[config.mk]
export PLATFORM = sky130hd
export DESIGN_NAME = instbuffer
export DESIGN_NICKNAME = d
export VERILOG_FILES = /design/src/rtl/instbuffer_pkg.sv /design/src/rtl/instbuffer_mem.sv /design/src/rtl/instbuffer.sv
export SDC_FILE = /design/constraint.sdc
export NUM_CORES = 1
export LEC_CHECK = 0
export BUFFER_PORTS_ARGS = -buffer_cell sky130_fd_sc_hd__buf_2
export CAP_MARGIN = 30
export CORE_UTILIZATION = 40
export CTS_CLUSTER_SIZE = 40
export DETAILED_ROUTE_END_ITERATION = 12
export PLACE_DENSITY = 0.64
export SYNTH_ARGS = -nofsm -noshare
export SYNTH_HDL_FRONTEND = slang
export SYNTH_HIERARCHICAL = 1
export SYNTH_SLANG_ARGS = --single-unit
[constraint.sdc]
create_clock -name clk_in -period 6.6 [get_ports clk_in]
set_clock_uncertainty 0.2 [all_clocks]
set_input_delay 0.66 -clock clk_in [delete_from_list [all_inputs] [get_ports clk_in]]
set_output_delay 0.66 -clock clk_in [all_outputs]
set_load 0.02 [all_outputs]
[src/rtl/instbuffer_pkg.sv]
// instbuffer_pkg: constants shared by the instruction buffer and its storage.
//   ID_WIDTH      default instruction width
//   ADDRESS_WIDTH default PC width
//   NOP           value presented on the decoder port after reset
// Entry packing order everywhere is {pred_taken, pc, inst}.
package instbuffer_pkg;
  localparam int          ID_WIDTH      = 32;
  localparam int          ADDRESS_WIDTH = 32;
  localparam logic [31:0] NOP           = 32'h00000013;

  // Width of one packed {pred_taken, pc, inst} entry.
  function automatic int entry_w(input int iw, input int aw);
    return iw + aw + 1;
  endfunction
endpackage

[src/rtl/instbuffer_mem.sv]
// instbuffer_mem: DEPTH x EW register array for the instruction buffer.
// Ports:
//   clk_in   clock
//   i_we     write enable (already qualified by accept/enable in the parent)
//   i_waddr  write index (tail)
//   i_wdata  packed entry {pred_taken, pc, inst}
//   i_raddr  read index (head)
//   o_rdata  combinational read data at i_raddr
// Storage has no reset; contents are don't-care until written.
module instbuffer_mem #(
  parameter int DEPTH = 8,
  parameter int EW    = 65,
  localparam int PW   = $clog2(DEPTH)
) (
  input  logic          clk_in,
  input  logic          i_we,
  input  logic [PW-1:0] i_waddr,
  input  logic [EW-1:0] i_wdata,
  input  logic [PW-1:0] i_raddr,
  output logic [EW-1:0] o_rdata
);
  logic [EW-1:0] r_mem [DEPTH];

  always_ff @(posedge clk_in) begin
    if (i_we) r_mem[i_waddr] <= i_wdata;
  end

  assign o_rdata = r_mem[i_raddr];
endmodule

[src/rtl/instbuffer.sv]
// instbuffer: instruction buffer between fetch and decode.
// Buffers {inst, pc, pred_taken} and issues one entry per cycle when
// issue_rdy_in is high. The count register is the only full/empty source.
// Ports:
//   clk_in, rst_in (sync, active-high), rdy_in (global enable)
//   if_en_in/if_inst_in/if_pc_in/if_pred_taken_in  enqueue side
//   if_rdy_out        high iff count + AFULL_SLACK < DEPTH
//   flush_in          any bit set empties the buffer
//   issue_rdy_in      downstream ready
//   dec_*_out         registered issue strobe and data
//   count_out         occupancy
//   overflow_err_out  sticky: enqueue attempted while full
// Optional feature: define INSTQ_BYPASS_EN to let an instruction arriving at
// an empty buffer with issue_rdy_in high go straight to the output registers.
module instbuffer
  import instbuffer_pkg::*;
#(
  parameter int DEPTH       = 8,
  parameter int INST_WIDTH  = ID_WIDTH,
  parameter int ADDR_WIDTH  = ADDRESS_WIDTH,
  parameter int AFULL_SLACK = 1,
  parameter int FLUSH_SRCS  = 3,
  localparam int CW = $clog2(DEPTH + 1),
  localparam int PW = $clog2(DEPTH)
) (
  input  logic                  clk_in,
  input  logic                  rst_in,
  input  logic                  rdy_in,
  input  logic                  if_en_in,
  input  logic [INST_WIDTH-1:0] if_inst_in,
  input  logic [ADDR_WIDTH-1:0] if_pc_in,
  input  logic                  if_pred_taken_in,
  output logic                  if_rdy_out,
  input  logic [FLUSH_SRCS-1:0] flush_in,
  input  logic                  issue_rdy_in,
  output logic                  dec_en_out,
  output logic [INST_WIDTH-1:0] dec_inst_out,
  output logic [ADDR_WIDTH-1:0] dec_pc_out,
  output logic                  dec_pred_taken_out,
  output logic [CW-1:0]         count_out,
  output logic                  overflow_err_out
);
  localparam int EW = entry_w(INST_WIDTH, ADDR_WIDTH);

  logic [PW-1:0] r_head, r_tail;
  logic [CW-1:0] r_count;
  logic          r_ovf;
  logic          r_dec_en;
  logic [INST_WIDTH-1:0] r_dec_inst;
  logic [ADDR_WIDTH-1:0] r_dec_pc;
  logic                  r_dec_pred;

  logic          w_flush, w_full, w_empty;
  logic          w_bypass, w_accept, w_deq, w_we;
  logic [EW-1:0] w_wdata, w_rdata, w_out;

  assign w_flush = |flush_in;
  assign w_full  = (r_count == CW'(DEPTH));
  assign w_empty = (r_count == '0);
  assign w_wdata = {if_pred_taken_in, if_pc_in, if_inst_in};

`ifdef INSTQ_BYPASS_EN
  // Empty buffer and a ready consumer: skip storage, pointers stay put.
  assign w_bypass = w_empty && if_en_in && issue_rdy_in && !w_flush;
  assign w_out    = w_bypass ? w_wdata : w_rdata;
`else
  assign w_bypass = 1'b0;
  assign w_out    = w_rdata;
`endif

  // Both decisions use the pre-edge count: a same-cycle dequeue never
  // frees a slot for the enqueue.
  assign w_accept = if_en_in && !w_full && !w_flush && !w_bypass;
  assign w_deq    = issue_rdy_in && !w_empty && !w_flush;
  assign w_we     = rdy_in && !rst_in && w_accept;

  instbuffer_mem #(.DEPTH(DEPTH), .EW(EW)) u_mem (
    .clk_in  (clk_in),
    .i_we    (w_we),
    .i_waddr (r_tail),
    .i_wdata (w_wdata),
    .i_raddr (r_head),
    .o_rdata (w_rdata)
  );

  always_ff @(posedge clk_in) begin
    if (rst_in) begin
      r_head     <= '0;
      r_tail     <= '0;
      r_count    <= '0;
      r_ovf      <= 1'b0;
      r_dec_en   <= 1'b0;
      r_dec_inst <= INST_WIDTH'(NOP);
      r_dec_pc   <= '0;
      r_dec_pred <= 1'b0;
    end else if (rdy_in) begin
      if (w_flush) begin
        // Data outputs and the overflow flag deliberately hold.
        r_head   <= '0;
        r_tail   <= '0;
        r_count  <= '0;
        r_dec_en <= 1'b0;
      end else begin
        if (if_en_in && w_full) r_ovf <= 1'b1;
        if (w_accept) r_tail <= r_tail + 1'b1;
        if (w_deq)    r_head <= r_head + 1'b1;
        r_count <= r_count + CW'(w_accept) - CW'(w_deq);
        if (w_deq || w_bypass) begin
          r_dec_en   <= 1'b1;
          r_dec_inst <= w_out[INST_WIDTH-1:0];
          r_dec_pc   <= w_out[INST_WIDTH +: ADDR_WIDTH];
          r_dec_pred <= w_out[EW-1];
        end else begin
          r_dec_en <= 1'b0;
        end
      end
    end
  end

  assign if_rdy_out         = (32'(r_count) + 32'(AFULL_SLACK)) < 32'(DEPTH);
  assign count_out          = r_count;
  assign overflow_err_out   = r_ovf;
  assign dec_en_out         = r_dec_en;
  assign dec_inst_out       = r_dec_inst;
  assign dec_pc_out         = r_dec_pc;
  assign dec_pred_taken_out = r_dec_pred;
endmodule

After elaboration in Yosys (flattened, before gate mapping)
Memories as Yosys holds them, arrays and structs flattened. A register that Yosys moved wholly into a read port is not among the register bits. Index checks and enable logic that the tools add are counted.

Add/sub/neg operators: 5. Magnitude comparators: 1. Equality and inequality tests: 1. Muxes and demuxes: 9. Bitwise logic cells: 1. Reduce and logical (&&, ||, !) cells: 19.

Operators by type and width (count): $mux 3 (4); $logic_and 1x1->1 (7); $add 3x1->3 const B (2); $reduce_and 3->1 (2); $add 4x1->5 const B (1); $lt 5x4->1 const B (1); $add 4x1->4 (1); $eq 4x4->1 const B (1); $logic_not 1->1 (4); $logic_not 4->1 (1); $mux 1 (4); $mux 4 (1); $reduce_and 2->1 (2); $reduce_bool 2->1 (2); $sub 4x1->4 (1); $reduce_or 3->1 (1); $not 1->1 (1).

Register bits: 12. RAM bits: 520. Input port bits: 73. Output and inout port bits: 72. Word-level logic and storage cells: 42. Memories: 1.

Memory list: u_mem.r_mem (words 8, width 65, rd ports 1, clocked after memory_dff 1, write ports 1, RTL line instbuffer_mem.sv:22) `logic [EW-1:0] r_mem [DEPTH];`.

Depth between registers and ports, before layout
Depth after elaboration: 7. Mapped depth: 11. Gate-level depth less buffers: 11.

By module
The synthesis kept the hierarchy.

Modules (own cells, without submodules): instbuffer_mem (instances 1, cells each 764, area each 19556.3 sq um, seq. area each 15615.0 sq um); instbuffer (instances 1, cells each 373, area each 3444.6 sq um, seq. area each 1541.5 sq um).

Least setup slack after synthesis
No wires, ideal clock.

Kind: input -> register. From: input port flush_in[1]. To: memory u_mem.r_mem[0][0], enable pin. Setup time: 0.568 ns. Data arrival time: 6.009 ns. Data required time: 5.832 ns. Path slack: -0.177 ns. Stages on the path: 5. Path buffers: 0. Cell sequence: nor3_1 nand3_1 nor3b_1 nand2b_1 nor3_1.

Cells in the longest elaborated chain, start to end: 6.

Ends and longest elaborated chain: start, declared (RTL line instbuffer.sv:34) `input logic [FLUSH_SRCS-1:0] flush_in,`; $reduce_or 3->1 (RTL line instbuffer.sv:57) `assign w_flush = |flush_in;`; $logic_not 1->1 (RTL line instbuffer.sv:73) `assign w_accept = if_en_in && !w_full && !w_flush && !w_bypass;`; $logic_and 1x1->1 (RTL line instbuffer.sv:73); $logic_and 1x1->1 (RTL line instbuffer.sv:75) `assign w_we = rdy_in && !rst_in && w_accept;`; named net w_we (RTL line instbuffer.sv:54) `logic w_bypass, w_accept, w_deq, w_we;`; $mux 1 (RTL line instbuffer_mem.sv:25) `if (i_we) r_mem[i_waddr] <= i_wdata;`; $mux 1 (implied by the code) (RTL line instbuffer_mem.sv:25); end, declared (RTL line instbuffer_mem.sv:22).

The timed path passes the listed nets, and every way through them passes these cells.

Final worst setup path
From: register r_count[2], in the netlist count_out[2]. To: memory u_mem.r_mem[1][45], enable pin.

Cells in the longest elaborated chain, start to end: 7.

Ends and longest elaborated chain: start, declared (RTL line instbuffer.sv:46) `logic [CW-1:0] r_count;`; start signal, assigned (RTL line instbuffer.sv:107) `r_count <= r_count + CW'(w_accept) - CW'(w_deq);`; $eq 4x4->1 (RTL line instbuffer.sv:58) `assign w_full = (r_count == CW'(DEPTH));`; $logic_not 1->1 (RTL line instbuffer.sv:73); $logic_and 1x1->1 (2 in a row) (RTL line instbuffer.sv:73); $logic_and 1x1->1 (RTL line instbuffer.sv:75); named net w_we (RTL line instbuffer.sv:54); $mux 1 (RTL line instbuffer_mem.sv:25); $mux 1 (implied by the code) (RTL line instbuffer_mem.sv:25).

The timed path passes the listed nets, and every way through them passes these cells.

==> run summary <==
CP Launch Type -> register
Critical Path AT -> 3.69 ns
htree depth -> 2
Slew @ Worst Pin -> 0.9781 ns
DR pass1 iterations -> 5
I/O pin cnt -> 145
setup ws final -> 2.965 ns
CTS tree -> yes
Area Overhead vs Synth -> 14.58%
global-route usage over all layers -> 0.1572
commonest non-fill, non-tap cells in the layout -> edfxtp_1 (520), buf_2 (144), nand2_1 (131), mux4_2 (130), dfxtp_1 (74)
Final ANT Viol Nets -> 0
cell row count -> 87
IO buf count -> 144
first-pass GRT wire length -> 70.22 mm
Worst-Skew Late Latency -> 0.61 ns
f_max -> 275.1 MHz
Post-CTS Setup Inserts -> 0
Fin. Hold Viols -> 0
Power Total -> 7.273 mW
Yosys reg bits -> 597
fillers -> 4772
GP Congestion -> 0.7201
period utilization -> 0.5507
status -> finished clean
syn avg cell area -> 20.23 um2
Root Buffer -> clkbuf_16
post-DR wirelength/cell -> 21.60 um
max-cap violations -> 0
syn_nets -> 1221
Multi-input gate area -> 5479 um2
share of layout cells above drive strength 1 -> 0.3380
die width -> 241.8 um
largest net degree at the start of global routing -> 73
EDFF count, synth -> 520
YS warnings -> 6
CTS clk-pin slew, worst paths -> 0.06 ns
cell area after synthesis -> 23000 um2
Synth area leader -> edfxtp_1
total grt overflow -> 0
endpoints failing setup -> 0
Hold Crit Class -> input pin to register
Crit Path Category -> register to register
vias per cell -> 5.168
Die Area -> 58460 um2
Pins Over Slew Limit -> 0
cts bufs inserted -> 56
dpl cell area -> 24600 um2
Tmin final -> 3.635 ns
Die Span Y -> 241.8 um
vias in the first global route -> 11600
Crit. End Element -> register
Yosys top cell area share -> 0.6789
# clock sinks -> 597
routed wire length -> 45.47 mm
Synth area leaders -> edfxtp_1 (68%), mux4_2 (13%), dfxtp_1 (6.7%), mux2_2 (3.2%), mux2i_1 (2.8%)
Finished Core Util -> 0.4656
total number of vias -> 10880
register area -> 17170 um2
post-layout instance area -> 26350 um2
CTS resizes -> 0
Post-synth ARST share -> 0
area of the core -> 56600 um2
pre-CTS setup slack -> 2.418 ns
post-synthesis cell type count -> 42
DRC viols -> 0
Main synth FF type -> edfxtp_1
RSZ-0062 raised after global routing -> no
Post-Syn Instances -> 1137
pwr dens -> 276.0 nW/um2
Clock Path Buffers -> 3
post-synthesis sequential area ratio -> 0.7459
Leak -> 8.372 nW
Initial Util -> 0.4063
Fin Hold WS -> 0.1174 ns
hpwl dp -> 26.91 mm
worst-path fanout max -> 25
setup TNS -> 0 ns
maximum vdd ir drop -> 0.0001964 V
Layout Cells excl Fill -> 2105
Nets -> 1386
WP data required -> 6.66 ns
initial antenna violation count -> 6
CTS Hold Bufs -> 0
Max-slew headroom -> 0.3479
Cells after DPL -> 2000
DR iter-0 viols -> 836
most common cell after layout, fill and taps aside -> edfxtp_1
## where the power goes
group          leakage [nW]  total, mW  switching (mW)  internal, mW
logic                  2.22     0.0989          0.0735        0.0254
registers              5.30       4.10        0.000964          4.10
clock network         0.859       3.08            1.34          1.73
## state kept, by name, indices dropped and copies added (netlist names)
register,flops
r_head,3
overflow_err_out,1
dec_pred_taken_out,1
dec_inst_out,32
r_tail,3
u_mem/r_mem,520
count_out,4
dec_en_out,1
dec_pc_out,32
## layout make-up
type / count / share of cell area
diodes: 3 / 0.0002849
inverters: 6 / 0.0009495
clock buffers: 73 / 0.05597
flip-flops and latches: 597 / 0.6514
clock inverters: 29 / 0.01016
multi-input cells: 474 / 0.2079
repair buffers: 167 / 0.03741
well taps: 756 / 0.03589
## cell families (layout without fill, tap and decap cells)
group	after synthesis	after routing	synth area share
buf+inv	66	275	0.01904
flops	597	597	0.7459
xor+xnor	1	1	0.0003809
mux	260	260	0.1874
compound gates	23	23	0.006854
other cells	0	3	0
simple gates	179	179	0.03411
fa+ha+maj	11	11	0.006310
## worst paths after layout
kind	depth (start not counted)	endpoint	from	slack, ns
worst max-delay path	8	u_mem/r_mem[1][45]	count_out[2]	2.97
worst min-delay path	1	u_mem/r_mem[1][17]	if_inst_in[17]	0.12
worst max register to register	8	u_mem/r_mem[1][45]	count_out[2]	2.97
worst min register to register	2	dec_pc_out[0]	dec_pc_out[0]	0.25
## metal layers
metal / share of wire / vias up / global-route usage
li1: - / 4877 / -
met1: 0.44 / 5667 / 0.2124
met2: 0.49 / 259 / 0.2570
met3: 0.049 / 70 / 0.03296
met4: 0.021 / 6 / 0.04561
met5: 0.00075 / - / 0
## synthesized netlist by cell type, types with 5 or more instances
cell / count
edfxtp_1: 520
nand2_1: 131
mux4_2: 130
dfxtp_1: 77
mux2_2: 65
mux2i_1: 65
clkbuf_1: 28
nor2_1: 15
buf_6: 11
ha_1: 10
buf_1: 9
a21oi_1: 7
nand2b_1: 7
buf_12: 6
buf_2: 5
inv_1: 5
nand3_1: 5
o211ai_1: 5
## critical path, stage by stage, from the launching register on
cell and delay (ns):
dfxtp_1 0.40, inv_1 0.10, ha_1 0.22, or3b_2 0.22, nand3_1 0.11, nor3b_1 0.42
nand2b_1 0.34, nor2_4 0.75, buf_4 0.51
No activity file was read; power rests on OpenSTA's default activity.
